$ cat config.mk
export PLATFORM = sky130hd
export DESIGN_NAME = fetch_stimulator
export DESIGN_NICKNAME = d
export VERILOG_FILES = /design/src/rtl/stim_pkg.sv /design/src/rtl/trace_fifo.sv /design/src/rtl/fetch_stimulator.sv
export SDC_FILE = /design/constraint.sdc
export NUM_CORES = 1
export LEC_CHECK = 0
export ABC_CLOCK_PERIOD_IN_PS = 8100
export CAP_MARGIN = 15
export CORE_ASPECT_RATIO = 2
export CORE_UTILIZATION = 45
export DETAILED_ROUTE_END_ITERATION = 10
export PLACE_DENSITY = 0.67
export SLEW_MARGIN = 10
export SYNTH_ARGS = -nofsm -noshare
export SYNTH_HDL_FRONTEND = slang
export SYNTH_SLANG_ARGS = --single-unit
$ cat constraint.sdc
create_clock -name clk -period 8.1 [get_ports clk]
set_input_delay 0.81 -clock clk [delete_from_list [all_inputs] [get_ports clk]]
set_output_delay 0.81 -clock clk [all_outputs]
set_load 0.01 [all_outputs]
$ cat src/rtl/stim_pkg.sv
// Shared types for the fetch stimulator: FSM state encoding and trace FIFO entry.
package stim_pkg;

  // Trace entries carry the widest supported PC; narrower XLEN values are zero-extended.
  localparam int XLEN_MAX = 64;

  typedef enum logic [1:0] {
    ST_IDLE  = 2'd0,
    ST_RUN   = 2'd1,
    ST_STALL = 2'd2,
    ST_DONE  = 2'd3
  } stim_state_t;

  typedef struct packed {
    logic [XLEN_MAX-1:0] pc;
    logic [31:0]         inst;
    logic                comp;
  } trace_entry_t;

endpackage

$ cat src/rtl/trace_fifo.sv
// Registered synchronous FIFO of trace entries; head is read straight from storage.
module trace_fifo
  import stim_pkg::*;
#(
  parameter int DEPTH = 4
) (
  input  logic                     clk,
  input  logic                     rst,
  input  logic                     push,
  input  logic                     pop,
  input  trace_entry_t             din,
  output trace_entry_t             dout,
  output logic                     full,
  output logic                     empty,
  output logic [$clog2(DEPTH):0]   count
);

  localparam int AW = $clog2(DEPTH);
  localparam logic [AW:0] DEPTH_C = (AW+1)'(DEPTH);

  trace_entry_t  mem [DEPTH];
  logic [AW-1:0] wr_ptr;
  logic [AW-1:0] rd_ptr;
  logic [AW:0]   cnt;

  // Storage is cleared on reset so the head fields read as zero afterwards.
  always_ff @(posedge clk) begin
    if (rst) begin
      wr_ptr <= '0;
      rd_ptr <= '0;
      cnt    <= '0;
      for (int i = 0; i < DEPTH; i++) begin
        mem[i] <= '0;
      end
    end else begin
      if (push) begin
        mem[wr_ptr] <= din;
        wr_ptr      <= wr_ptr + AW'(1);
      end
      if (pop) begin
        rd_ptr <= rd_ptr + AW'(1);
      end
      case ({push, pop})
        2'b10:   cnt <= cnt + (AW+1)'(1);
        2'b01:   cnt <= cnt - (AW+1)'(1);
        default: cnt <= cnt;
      endcase
    end
  end

  assign dout  = mem[rd_ptr];
  assign full  = (cnt == DEPTH_C);
  assign empty = (cnt == '0);
  assign count = cnt;

endmodule

$ cat src/rtl/fetch_stimulator.sv
// Fetch-side stimulus generator: offers PCs, retires instructions, and logs them to a trace FIFO.
//
// state    | meaning
// ST_IDLE  | one cycle after reset, no fetch request
// ST_RUN   | offering pc, accepting instructions
// ST_STALL | trace FIFO full, waiting for the consumer to pop
// ST_DONE  | retire limit reached, terminal until reset
module fetch_stimulator
  import stim_pkg::*;
#(
  parameter int              XLEN        = 64,
  parameter logic [XLEN-1:0] RESET_PC    = '0,
  parameter int              TRACE_DEPTH = 4,
  parameter int unsigned     MAX_INSTS   = 0
) (
  input  logic            clk,
  input  logic            rst,
  output logic [XLEN-1:0] pc,
  output logic            req_valid,
  input  logic            inst_valid,
  input  logic            inst_comp,
  input  logic [31:0]     inst,
  input  logic            redirect_valid,
  input  logic [XLEN-1:0] redirect_pc,
  output logic            trace_valid,
  input  logic            trace_ready,
  output logic [XLEN-1:0] trace_pc,
  output logic [31:0]     trace_inst,
  output logic            trace_comp,
  output logic [31:0]     retired,
  output logic            done
);

  localparam int          CW       = $clog2(TRACE_DEPTH) + 1;
  localparam logic [CW-1:0] DEPTH_C = CW'(TRACE_DEPTH);
  localparam logic [31:0] MAX_C    = MAX_INSTS;

  stim_state_t  state, state_next;
  logic [XLEN-1:0] pc_q;
  logic [31:0]  retired_q;
  logic [31:0]  retired_inc;
  logic         accept;
  logic         pop;
  logic         fifo_full;
  logic         fifo_empty;
  logic [CW-1:0] fifo_count;
  logic [CW-1:0] count_next;
  trace_entry_t push_entry;
  trace_entry_t head;

  assign req_valid   = (state == ST_RUN);
  assign done        = (state == ST_DONE);
  assign accept      = req_valid & inst_valid & ~redirect_valid;
  assign pop         = trace_valid & trace_ready;
  assign count_next  = fifo_count + CW'(accept) - CW'(pop);
  assign retired_inc = (retired_q == 32'hFFFF_FFFF) ? retired_q : retired_q + 32'd1;

  always_comb begin
    state_next = state;
    case (state)
      ST_IDLE:  state_next = ST_RUN;
      ST_RUN: begin
        if (accept && (MAX_C != '0) && (retired_inc == MAX_C)) begin
          state_next = ST_DONE;
        end else if (count_next == DEPTH_C) begin
          state_next = ST_STALL;
        end
      end
      ST_STALL: begin
        if (count_next < DEPTH_C) begin
          state_next = ST_RUN;
        end
      end
      ST_DONE:  state_next = ST_DONE;
      default:  state_next = ST_IDLE;
    endcase
  end

  // An accept and a redirect never coincide; a redirect in DONE is dropped.
  always_ff @(posedge clk) begin
    if (rst) begin
      state     <= ST_IDLE;
      pc_q      <= RESET_PC;
      retired_q <= '0;
    end else begin
      state <= state_next;
      if (accept) begin
        pc_q      <= pc_q + (inst_comp ? XLEN'(2) : XLEN'(4));
        retired_q <= retired_inc;
      end else if (redirect_valid && (state != ST_DONE)) begin
        pc_q <= {redirect_pc[XLEN-1:1], 1'b0};
      end
    end
  end

  assign push_entry = '{pc: XLEN_MAX'(pc_q), inst: inst, comp: inst_comp};

  trace_fifo #(
    .DEPTH (TRACE_DEPTH)
  ) u_trace_fifo (
    .clk   (clk),
    .rst   (rst),
    .push  (accept),
    .pop   (pop),
    .din   (push_entry),
    .dout  (head),
    .full  (fifo_full),
    .empty (fifo_empty),
    .count (fifo_count)
  );

  assign pc          = pc_q;
  assign retired     = retired_q;
  assign trace_valid = ~fifo_empty;
  assign trace_pc    = head.pc[XLEN-1:0];
  assign trace_inst  = head.inst;
  assign trace_comp  = head.comp;

endmodule

Word level (Yosys, flattened, before mapping)
Memories as Yosys holds them, arrays and structs flattened. A register that Yosys moved wholly into a read port is not among the register bits.
Index checks and enable logic that the tools add are counted.
{ "word_totals": {"ff_bits": 105, "mem_bits_rw": 388, "input_bits": 102, "mem_count": 1} }
{ "mem_list": {"columns": ["name", "words", "word_bits", "read_ports", "rd_clocked_by_memory_dff", "wr", "line_no", "rtl"], "rows": [
  ["u_trace_fifo.mem", 4, 97, 1, 1, 4, "trace_fifo.sv:21", "trace_entry_t mem [DEPTH];"]
]} }
{ "classes": {"add_sub_neg": 8, "order_cmp": 1, "eq_ne": 10, "muxes": 17, "bitwise_logic": 6, "n_reduce_logical": 8} }
{ "ops": {"columns": ["operator", "count"], "rows": [
  ["two-way mux 64 bit", 2],
  ["two-way mux 97 bit", 1],
  ["OR reduction 97 bit", 1],
  ["adder 64 x 3 -> 64 bit", 1],
  ["adder 32 x 1 -> 32 bit (second input constant)", 1],
  ["equality test 32 bit (second input constant)", 1],
  ["two-way mux 2 bit", 5],
  ["one-hot mux 2 bit (4 select lines)", 1],
  ["equality test 2 bit (second input constant)", 3],
  ["two-way mux 1 bit", 6],
  ["one-hot mux 3 bit (2 select lines)", 1],
  ["adder 2 x 1 -> 2 bit (second input constant)", 2],
  ["equality test 2 x 1 -> 1 bit (second input constant)", 2],
  ["inequality test 2 bit (second input constant)", 2],
  ["AND reduction 2 bit", 2],
  ["nonzero test 2 bit", 2],
  ["adder 3 x 1 -> 3 bit", 1],
  ["adder 3 x 1 -> 3 bit (second input constant)", 1],
  ["bitwise AND 1 bit", 3],
  ["equality test 3 bit (second input constant)", 1],
  ["logical NOT 3 bit", 1],
  ["< comparator 3 bit (second input constant)", 1],
  ["two-way mux 3 bit", 1],
  ["NOT 1 bit", 3],
  ["other kinds (5)", 5]
]} }

Depth between registers and ports, before layout
{ "logic_depth": {"word_depth": 8, "depth_mapped": 13} }

By module
From an unflattened synthesis, not the netlist that was laid out.
{ "hier_totals": {"cells_unflattened": 1698, "hier_area_um2": 22560.4} }
{ "by_module_without_submodules": {"columns": ["mod", "instances", "cells_per_inst", "area_each_um2", "seq_area_each_um2"], "rows": [
  ["trace_fifo", 1, 984, 17067.6, 11831.3],
  ["fetch_stimulator", 1, 714, 5492.8, 1941.9]
]} }

Least setup slack after synthesis
OpenSTA, ideal clock, no wires.
{ "synth_path": {"path_kind": "input port to flip-flop", "startpoint": "input redirect_valid", "endpoint": "memory u_trace_fifo.mem[1][0] (netlist bit), enable pin", "setup_ps": 573, "arrival_ps": 6095, "slack_ps": 1432, "cell_stages": 6, "path_buffers": 3, "path_cell_list": "and3b_1 buf_4 inv_4 clkbuf_1 clkbuf_1 o21bai_1"} }
{ "synth_lines": {"columns": ["element", "line_no", "rtl"], "rows": [
  ["start, declared", "fetch_stimulator.sv:23", "input logic redirect_valid,"],
  ["end, declared", "trace_fifo.sv:21", null]
]} }

==> results.txt <==
outcome - finished clean
CTS root buffer - clkbuf_16
post-synthesis compound-gate area fraction - 4.86%
Die Y - 315 um
Simple-Gate Fraction of Synth Area - 16.2%
combinational family with the most area after synthesis - simple AND/OR/NAND/NOR gates
Area Growth Syn to Fin - 22.4%
placed cell count - 2639
worst path cell trace - clkdlybuf4s50_1 > and3b_2 > buf_4 > inv_4 > o21bai_4 > buf_4
placer congestion estimate - 0.839
IO Pins - 298
adder-cell share of the synthesized area - 0.555%
setup TNS - 0 ps
RSZ-0062 raised after global routing - no
min-delay worst type - flip-flop to flip-flop
first-pass GRT wire length - 92.4 mm
post-synthesis sequential area ratio - 62.4%
Util after Layout - 55.9%
Crit path buffers/inverters - 4
Syn Area/Cell - 12.3 um^2
Int Pwr - 4710 uW
Sw Share - 26.7%
crit path max fanout - 67
CP startpoint kind - input pin
Final ANT Viol Nets - 0
Final period util - 53.3%
asr flop ratio synth - 0%
Comb pwr share - 19.8%
via count - 15300
Sw Pwr - 1720 uW
H-tree levels - 2
Remaining Overflow, GRT - 0
starting DRC count in detailed routing - 1131
Nets - 2157
Critical Path RT - 8270 ps
Die ar. - 50000 um^2
DR WL/cell - 22.8 um
clock sink count - 494
synthesis warning total - 0
crit path kind - input pin to flip-flop
Hold-fix buffers, CTS - 0
Max clock buf depth - 3
initial antenna violation count - 7
clock skew - 14.3 ps
Final Hold Vio Count - 0
PD cells - 238 nW/um^2
Synth cell types - 68
Worst path slowest cell - buf_4
core area - 48400 um^2
Reg power frac - 47.1%
CP endpoint kind - flip-flop
grt met1 use - 27.8%
Vias/cell - 5.63
cells after synthesis - 1801
Worst EP arrival - 4490 ps
# rows - 114
pre-CTS WS - 3120 ps
Max Cap Viol - 0
Rel. slew slack - 22.7%
Slew Limit Fails - 0
grt met2 use - 46.6%
Peak VDD IR - 0.268 mV
share of layout cells above drive strength 1 - 10.8%
Fill cells - 3988
# Post-CTS Setup Buffers - 0
Initial Utilization - 45.7%
Leakage - 0.00968 uW
pin count of the biggest net entering global routing - 95
non-filler cells, final - 2725
met3 Usage GRT - 3.88%
post-synthesis cell area - 22100 um^2
Final setup viols - 0
Synth Register Bits - 494
clock slew at reported path FFs - 60 ps
Pwr Total - 6430 uW
# resized after CTS - 0
commonest non-fill, non-tap cell in the layout - edfxtp_1
post-route setup slack - 3780 ps
Max Fclk - 231 MHz
EDFF count, synth - 388
GRT Resource Usage Total - 25.2%
Most Crowded Layer GR - met2
DP HPWL - 38.8 mm
Crit path top cell by count - buf_4
measured slew at the worst slew-check pin - 1160 ps
predominant post-synthesis flop cell - edfxtp_1
XOR/XNOR Fraction of Synth Area - 1.67%
drt pass-1 iters - 5
Num CTS Buffers - 44
Buffers on Ports - 295
clock network power share - 33.1%
Tmin final - 4320 ps
clock latency on the worst-skew pair - 560 ps
most frequent cells in the layout - 388 x edfxtp_1, 294 x clkdlybuf4s50_1, 266 x nor2_1
drc violations - 0
mux cell area share after synthesis - 10.4%
Horiz. Die Dim - 159 um
vias in the first global route - 15700
WL final - 62.0 mm
Critical Path Max Stage Delay - 990 ps
CTS tree - done
CP top delay family - buffers and inverters
==> per-layer routing <==
metal  share of wire [%]  wire [um]
met1                  35      21800
met2                  54      33300
met3                 6.7       4160
met4                 4.4       2740
met5               0.084         52
==> metrics by stage <==
step | hold WS, ps | area, um^2
after floorplan | 472 | 22100
after global placement | 488 | 25600
after detailed placement | 497 | 25600
after CTS | 508 | 27000
after global routing | 540 | 27000
final | 509 | 27000
==> worst paths after layout <==
check / from / slack [ps] / depth (start not counted) / to
setup / recovery: redirect_valid / 3780 / 6 / u_trace_fifo.mem[1][3]
hold / removal: retired[1] / 510 / 2 / retired[1]
setup reg to reg: state[1] / 3960 / 6 / u_trace_fifo.mem[1][3]
hold reg to reg: retired[1] / 510 / 2 / retired[1]
==> area by class of cell <==
class | count | area, um^2 | area share (%)
sequential | 494 | 13800 | 51.0
clock buffer | 53 | 1180 | 4.35
clock inverter | 29 | 268 | 0.990
multi-input combinational | 1086 | 7520 | 27.8
antenna | 4 | 10.0 | 0.0370
inverter | 110 | 415 | 1.54
timing repair buffer | 311 | 3070 | 11.4
tap | 638 | 798 | 2.95
==> synth_stat cells, drive strengths merged, types with 5 or more instances <==
cell type	instances	area (um^2)
nand3	37	190
nor4	19	165
o211ai	12	90.1
and4	6	57.6
mux4	97	2180
a31o	8	70.1
clkbuf	89	338
a22oi	11	82.6
edfxtp	388	11700
and3	15	93.8
mux2i	6	60.1
nor2	269	1010
nand2	194	731
nor3	26	135
ha	5	62.6
inv	110	415
dfxtp	106	2120
and2	105	657
buf	26	118
o22ai	5	31.3
or3	17	106
xor2	26	228
xnor2	16	140
nand4	40	278
o21ai	25	125
a21oi	77	385
a31oi	12	75.1
==> worst reg2reg max path, delay by kind of cell (launching register included) <==
family / cells / cell delay [ps]
AO/OA/AOI/OAI: 1 / 1000
buffers and inverters: 3 / 1920
flip-flops: 1 / 340
AND/OR/NAND/NOR: 2 / 380
==> sequential cells by signal (all words and copies together) (netlist names), named ones only <==
name,count
pc,63
retired,32
state,2
u_trace_fifo.count,3
u_trace_fifo.mem,388
u_trace_fifo.rd_ptr,2
u_trace_fifo.wr_ptr,2
==> logic make-up (layout without fill, tap and decap cells) <==
family / count (synthesis) / count (layout)
AO/OA/AOI/OAI: 175 / 175
XOR/XNOR: 42 / 42
adder cells (fa/ha/maj): 8 / 8
buffers and inverters: 225 / 503
flip-flops: 494 / 494
multiplexers: 107 / 107
other: 1 / 9
AND/OR/NAND/NOR: 749 / 749
==> power by group through the flow <==
stage	registers (uW)	clock network (uW)	logic (uW)
2_1_floorplan	3010	0	737
3_3_place_gp	3080	0	1280
3_5_place_dp	3090	0	1290
4_1_cts	3030	2160	1290
5_1_grt	3050	2250	1370
6_report	3030	2130	1270
No activity file was read; power rests on OpenSTA's default activity.
==> RTL edit 1, RTL diff (same settings) <==
The parameter `XLEN` goes from 64 to 56.
--- a/src/rtl/fetch_stimulator.sv
+++ b/src/rtl/fetch_stimulator.sv
@@ -8,7 +8,7 @@
 module fetch_stimulator
   import stim_pkg::*;
 #(
-  parameter int              XLEN        = 64,
+  parameter int              XLEN        = 56,
   parameter logic [XLEN-1:0] RESET_PC    = '0,
   parameter int              TRACE_DEPTH = 4,
   parameter int unsigned     MAX_INSTS   = 0
Ports: changed (resized pc, redirect_pc and trace_pc); port bits go from 298 to 274. The function was not compared with the original's and may differ.
==> RTL edit 1 against the unedited design <==
- total power decreased by 7.2%
- global-route usage shrank 0.13 points
- largest power group unchanged
- setup slack got worse by 0.18 ns
- routed wire length is 6.4% lower
- die area decreased by 6.9%
- sequential cell count shrank 40
- cell area fell by 7.2%
- synthesized area down 7.0%
- highest routed layer unchanged
- critical endpoint is now trace_pc[46]
- combinational power decreased by 8%
==> RTL edit 1: results (changes against the unedited design) <==
.. list-table::
   :header-rows: 1

   * - Metric
     - Value
   * - Number of synthesized flops with an enable pin
     - 356 (-8.2%)
   * - Global placement routability congestion
     - 0.843 (+0.51%)
   * - Status
     - finished, final reports clean
   * - Wire length per cell
     - 23.5 µm (+3.3%)
   * - Worst path arrival time
     - 3.69 ns (-0.80 ns)
   * - GRT Overall Usage
     - 25.0% (-0.13 points)
   * - Post-placement cell area
     - 23,800 µm² (-7.1%)
   * - Synthesized-area fraction occupied by ao, oa, aoi and oai cells
     - 6.16% (+1.3 points)
   * - Final WL
     - 58.1 mm (-6.4%)
   * - Post-synthesis async set-or-reset flop share
     - 0% (unchanged)
   * - Number of global-route vias before repair
     - 15,000 (-4.2%)
   * - Buffers inserted by post-CTS timing repair
     - 0 (unchanged)
   * - Fraction of final layout cells with drive strength greater than 1
     - 10.8% (-0.012 points)
   * - Arithmetic-cell share of the synthesized area counting full adders, half adders and majority gates
     - 0.658% (+0.10 points)
   * - Fill cells
     - 3,714 (-6.9%)
   * - Max rail drop VDD
     - 0.000181 V (-33%)
   * - Synthesized area per cell
     - 12.5 µm² (+1.6%)
   * - Multiplexer area fraction after synthesis
     - 10.3% (-0.028 points)
   * - Sequential cell area fraction in the yosys report
     - 61.6% (-0.79 points)
   * - Count of inserted antenna diode cells
     - 0 (-4)
   * - Maximum number of pins on one net before global-route repair
     - 80 (-16%)
   * - Via count of the routed design
     - 14,500 (-5.8%)
   * - CP max stage delay
     - 0.95 ns (-0.04 ns)
   * - Synth unique cells
     - 80 (+18%)
   * - Number of buffer cells added on primary ports
     - 271 (-8.1%)
   * - Post-route clock skew
     - 0.0128 ns (-0.00144 ns)
   * - Iter 0 DRT Violations
     - 964 (-15%)
   * - Initial antenna violation count
     - 4 (-3)
   * - Number of buffers created by CTS
     - 40 (-9.1%)
   * - H-tree Lvls
     - 2 (unchanged)
   * - Top post-synthesis cells by area
     - edfxtp_1, mux4_2, dfxtp_1, nor2_1, nand2_1
   * - Largest fanout of any net on the critical path
     - 49 (-27%)
   * - Transition time at the pin with the least slew margin
     - 1.10 ns (-0.0582 ns)
   * - XOR/XNOR Fraction of Synth Area
     - 0.725% (-0.94 points)
   * - Largest Register
     - u_trace_fifo.mem
   * - Number of nets in the layout
     - 1,983 (-8.1%)
   * - Flip-flop count of the largest register after layout
     - 356 (-8.2%)
   * - Final HPWL from detailed placement
     - 36.3 mm (-6.4%)
   * - Commonest cells in the netlist
     - edfxtp_1, nor2_1, nand2_1, inv_1, dfxtp_1
   * - Wire length of the first global-routing pass
     - 87.8 mm (-4.9%)
   * - Hold/Removal Path Class
     - register to register
   * - Placed instance count
     - 2,398 (-9.1%)
   * - Leakage power summed over all cells
     - 8.97 nW (-7.4%)
## RTL edit 1: cell type report
cell class                 count  share of cell area, %
tap                          560                   2.79
clock buffer                  54                   4.36
clock inverter                18                  0.947
multi-input combinational    985                   28.5
sequential                   454                   50.4
inverter                     109                   1.63
timing repair buffer         290                   11.4
## RTL edit 1: per-layer routing
layer / part of all wire [%] / routed length [µm] / GRT usage [%] / up-vias
met5: 0.083 / 48 / 0 / -
met4: 5.5 / 3170 / 14.0 / 8
met2: 53 / 30800 / 45.8 / 575
met3: 6.5 / 3760 / 4.76 / 167
met1: 35 / 20300 / 26.8 / 7206
li1: - / - / - / 6497
## RTL edit 1: final timing paths
check | startpoint | slack [ns] | end | cells after the start
worst max-delay path | register | 3.60 | trace_pc[46] | 3
worst min-delay path | retired[27] | 0.52 | retired[27] | 2
worst max register to register | state[0] | 4.03 | u_trace_fifo.mem[0][27] | 6
worst min register to register | retired[27] | 0.52 | retired[27] | 2
## RTL edit 1: cells by family (layout without fill, tap and decap cells)
group | Yosys count | in the layout
AOI/OAI and AO/OA | 180 | 180
xor gates and xnor gates | 17 | 17
adders and majority gates | 9 | 9
buffers and inverters | 214 | 471
DFF | 454 | 454
muxes | 100 | 100
other | 1 | 5
and+or+nand+nor | 674 | 674
## RTL edit 1: power by group
group	internal, mW	switching [mW]	leakage, nW
registers	2.64	0.164	4.48
logic	0.617	0.555	3.84
clock network	1.14	0.845	0.647
total	4.40	1.57	8.97
## RTL edit 1: through the flow
| stage | hold WS (ns) | worst slack (ns) | power, mW | utilization [%] |
|---|---|---|---|---|
| 2_1_floorplan | 0.479 | 1.69 | 3.46 | - |
| 3_3_place_gp | 0.495 | 3.27 | 4.03 | 52.8 |
| 3_5_place_dp | 0.509 | 3.19 | 4.05 | 52.8 |
| 4_1_cts | 0.520 | 3.44 | 6.02 | 55.8 |
| 5_1_grt | 0.551 | 3.29 | 6.18 | 55.8 |
| 6_report | 0.522 | 3.60 | 5.97 | 55.8 |
## RTL edit 1: critical path, delay by kind of cell, from the launching register on
family                 cells  cell delay, ns
multiplexers               1            0.60
flip-flops                 1            0.93
buffers and inverters      2            1.56
==> RTL edit 2, RTL diff (same flow settings) <==
Without the edit above. Make the reset (`rst`) asynchronous in 2 clocked blocks.
--- a/src/rtl/trace_fifo.sv
+++ b/src/rtl/trace_fifo.sv
@@ -24,7 +24,7 @@
   logic [AW:0]   cnt;
 
   // Storage is cleared on reset so the head fields read as zero afterwards.
-  always_ff @(posedge clk) begin
+  always_ff @(posedge clk or posedge rst) begin
     if (rst) begin
       wr_ptr <= '0;
       rd_ptr <= '0;
--- a/src/rtl/fetch_stimulator.sv
+++ b/src/rtl/fetch_stimulator.sv
@@ -77,7 +77,7 @@
   end
 
   // An accept and a redirect never coincide; a redirect in DONE is dropped.
-  always_ff @(posedge clk) begin
+  always_ff @(posedge clk or posedge rst) begin
     if (rst) begin
       state     <= ST_IDLE;
       pc_q      <= RESET_PC;
Function: differs if rst is asserted again (counterexample within 4 cycles, from zero or initial values and one cycle with rst high); with rst held inactive, the same outputs for 4 cycles.
==> RTL edit 2 against the unedited design <==
- sequential cell count decreased by 6
- maximum frequency decreased by 2.2%
- routed wire length decreased by 1.7%
- cell area increased by 0.97%
- via count decreased by 3.8%
- synthesized area increased by 0.99%
- setup slack got worse by 0.098 ns
- utilization decreased by 0.28 points
- global-route usage decreased by 0.81 points
- critical endpoint is now trace_comp
- highest routed layer unchanged
Power is not compared: it rests on default switching activity, and its combinational part moved more than twofold at a synthesized area within 25%.
==> RTL edit 2: results (changes against the unedited design) <==
.. list-table::
   :header-rows: 1

   * - Metric
     - Value
   * - Status
     - finished, final reports clean
   * - Post-placement cell area
     - 25,700 µm² (+0.64%)
   * - Primary flip-flop cell chosen by synthesis mapping
     - dfrtp_1
   * - Slowest library cell on the worst path
     - dfrtp_4
   * - Area growth from synthesis to layout
     - 22.4% (about the same)
   * - Post-route clock skew
     - 0.0295 ns (+0.0152 ns)
   * - Synthesized-area fraction occupied by ao, oa, aoi and oai cells
     - 4.71% (-0.14 points)
   * - XOR/XNOR Fraction of Synth Area
     - 1.53% (-0.13 points)
   * - CP max stage delay
     - 1.08 ns (+0.09 ns)
   * - Transition time at the pin with the least slew margin
     - 1.07 ns (-0.0912 ns)
   * - Final HPWL from detailed placement
     - 40.2 mm (+3.6%)
   * - Fill cells
     - 4,022 (+0.85%)
   * - Commonest cells in the netlist
     - dfrtp_1, mux2_2, nand2_1, mux4_2, clkbuf_1
   * - Fraction of final layout cells with drive strength greater than 1
     - 29.5% (+19 points)
   * - Number of nets in the layout
     - 1,994 (-7.6%)
   * - Maximum number of pins on one net before global-route repair
     - 184 (+94%)
   * - Via count of the routed design
     - 14,700 (-3.8%)
   * - Sequential cell area fraction in the yosys report
     - 54.8% (-7.6 points)
   * - Largest fanout of any net on the critical path
     - 52 (-22%)
   * - Placed instance count
     - 2,476 (-6.2%)
   * - Global placement routability congestion
     - 0.843 (+0.55%)
   * - Synth unique cells
     - 62 (-8.8%)
   * - Number of synthesized flops with an enable pin
     - 0 (-100%)
   * - Wire length of the first global-routing pass
     - 93.9 mm (+1.6%)
   * - Final WL
     - 61.0 mm (-1.7%)
   * - Number of global-route vias before repair
     - 15,700 (-0.013%)
   * - Clk Latency, worst-skew pair
     - 0.58 ns (+0.02 ns)
   * - GRT Overall Usage
     - 24.4% (-0.81 points)
   * - Wire length per cell
     - 23.8 µm (+4.7%)
   * - Setup WS pre-CTS
     - 3.98 ns (+0.868 ns)
   * - Number of buffer cells added on primary ports
     - 294 (-0.34%)
   * - Post-synthesis async set-or-reset flop share
     - 100% (+100 points)
   * - Top post-synthesis cells by area
     - dfrtp_1, mux2_2, mux4_2, nand2_1, o21ai_0
RTL edit 2: changes by cell type after synthesis, moves of 11 or more:
cell / before / now
a21oi_1: 77 / 16
and2_1: 105 / 8
buf_1: 14 / 36
clkbuf_1: 86 / 63
dfrtp_1: 0 / 488
dfxtp_1: 106 / 0
edfxtp_1: 388 / 0
inv_1: 109 / 23
mux2_2: 3 / 350
nand2_1: 193 / 130
nor2_1: 268 / 57
o21ai_0: 24 / 59
o311ai_0: 2 / 13
or3_1: 17 / 4
RTL edit 2: final timing paths:
check | end | slack [ns] | depth (start not counted) | startpoint
worst max-delay path | trace_comp | 3.68 | 3 | u_trace_fifo.rd_ptr[0]
worst min-delay path | u_trace_fifo.mem[357] | 0.48 | 2 | u_trace_fifo.mem[357]
worst max register to register | pc[55] | 4.80 | 7 | state[1]
worst min register to register | u_trace_fifo.mem[357] | 0.48 | 2 | u_trace_fifo.mem[357]
max in group asynchronous | u_trace_fifo.mem[49] | 5.51 | 4 | rst
min in group asynchronous | u_trace_fifo.mem[105] | 0.80 | 3 | rst
RTL edit 2: power groups by stage:
stage               logic, mW  clock network (mW)  registers [mW]
finish                   4.17                2.25            4.47
global route             4.46                2.39            4.62
CTS                      4.23                2.31            4.47
detailed placement       4.21                   0            4.51
global placement         4.12                   0            4.39
floorplan                2.62                   0            4.05
RTL edit 2: area by class of cell:
cell class                      instances  share of cell area, %
Antenna cell                            3                 0.0275
Clock buffer                           63                   4.74
Clock inverter                         17                  0.917
Inverter                               23                  0.330
Multi-Input combinational cell       1011                   34.9
Sequential cell                       488                   44.8
Tap cell                              643                   2.95
Timing Repair Buffer                  311                   11.3
RTL edit 2: metal layers:
layer,GRT usage (%),wire length [µm]
met5,0,51
met4,10.6,2640
met2,43.4,31800
met3,4.71,3350
met1,28.6,23100
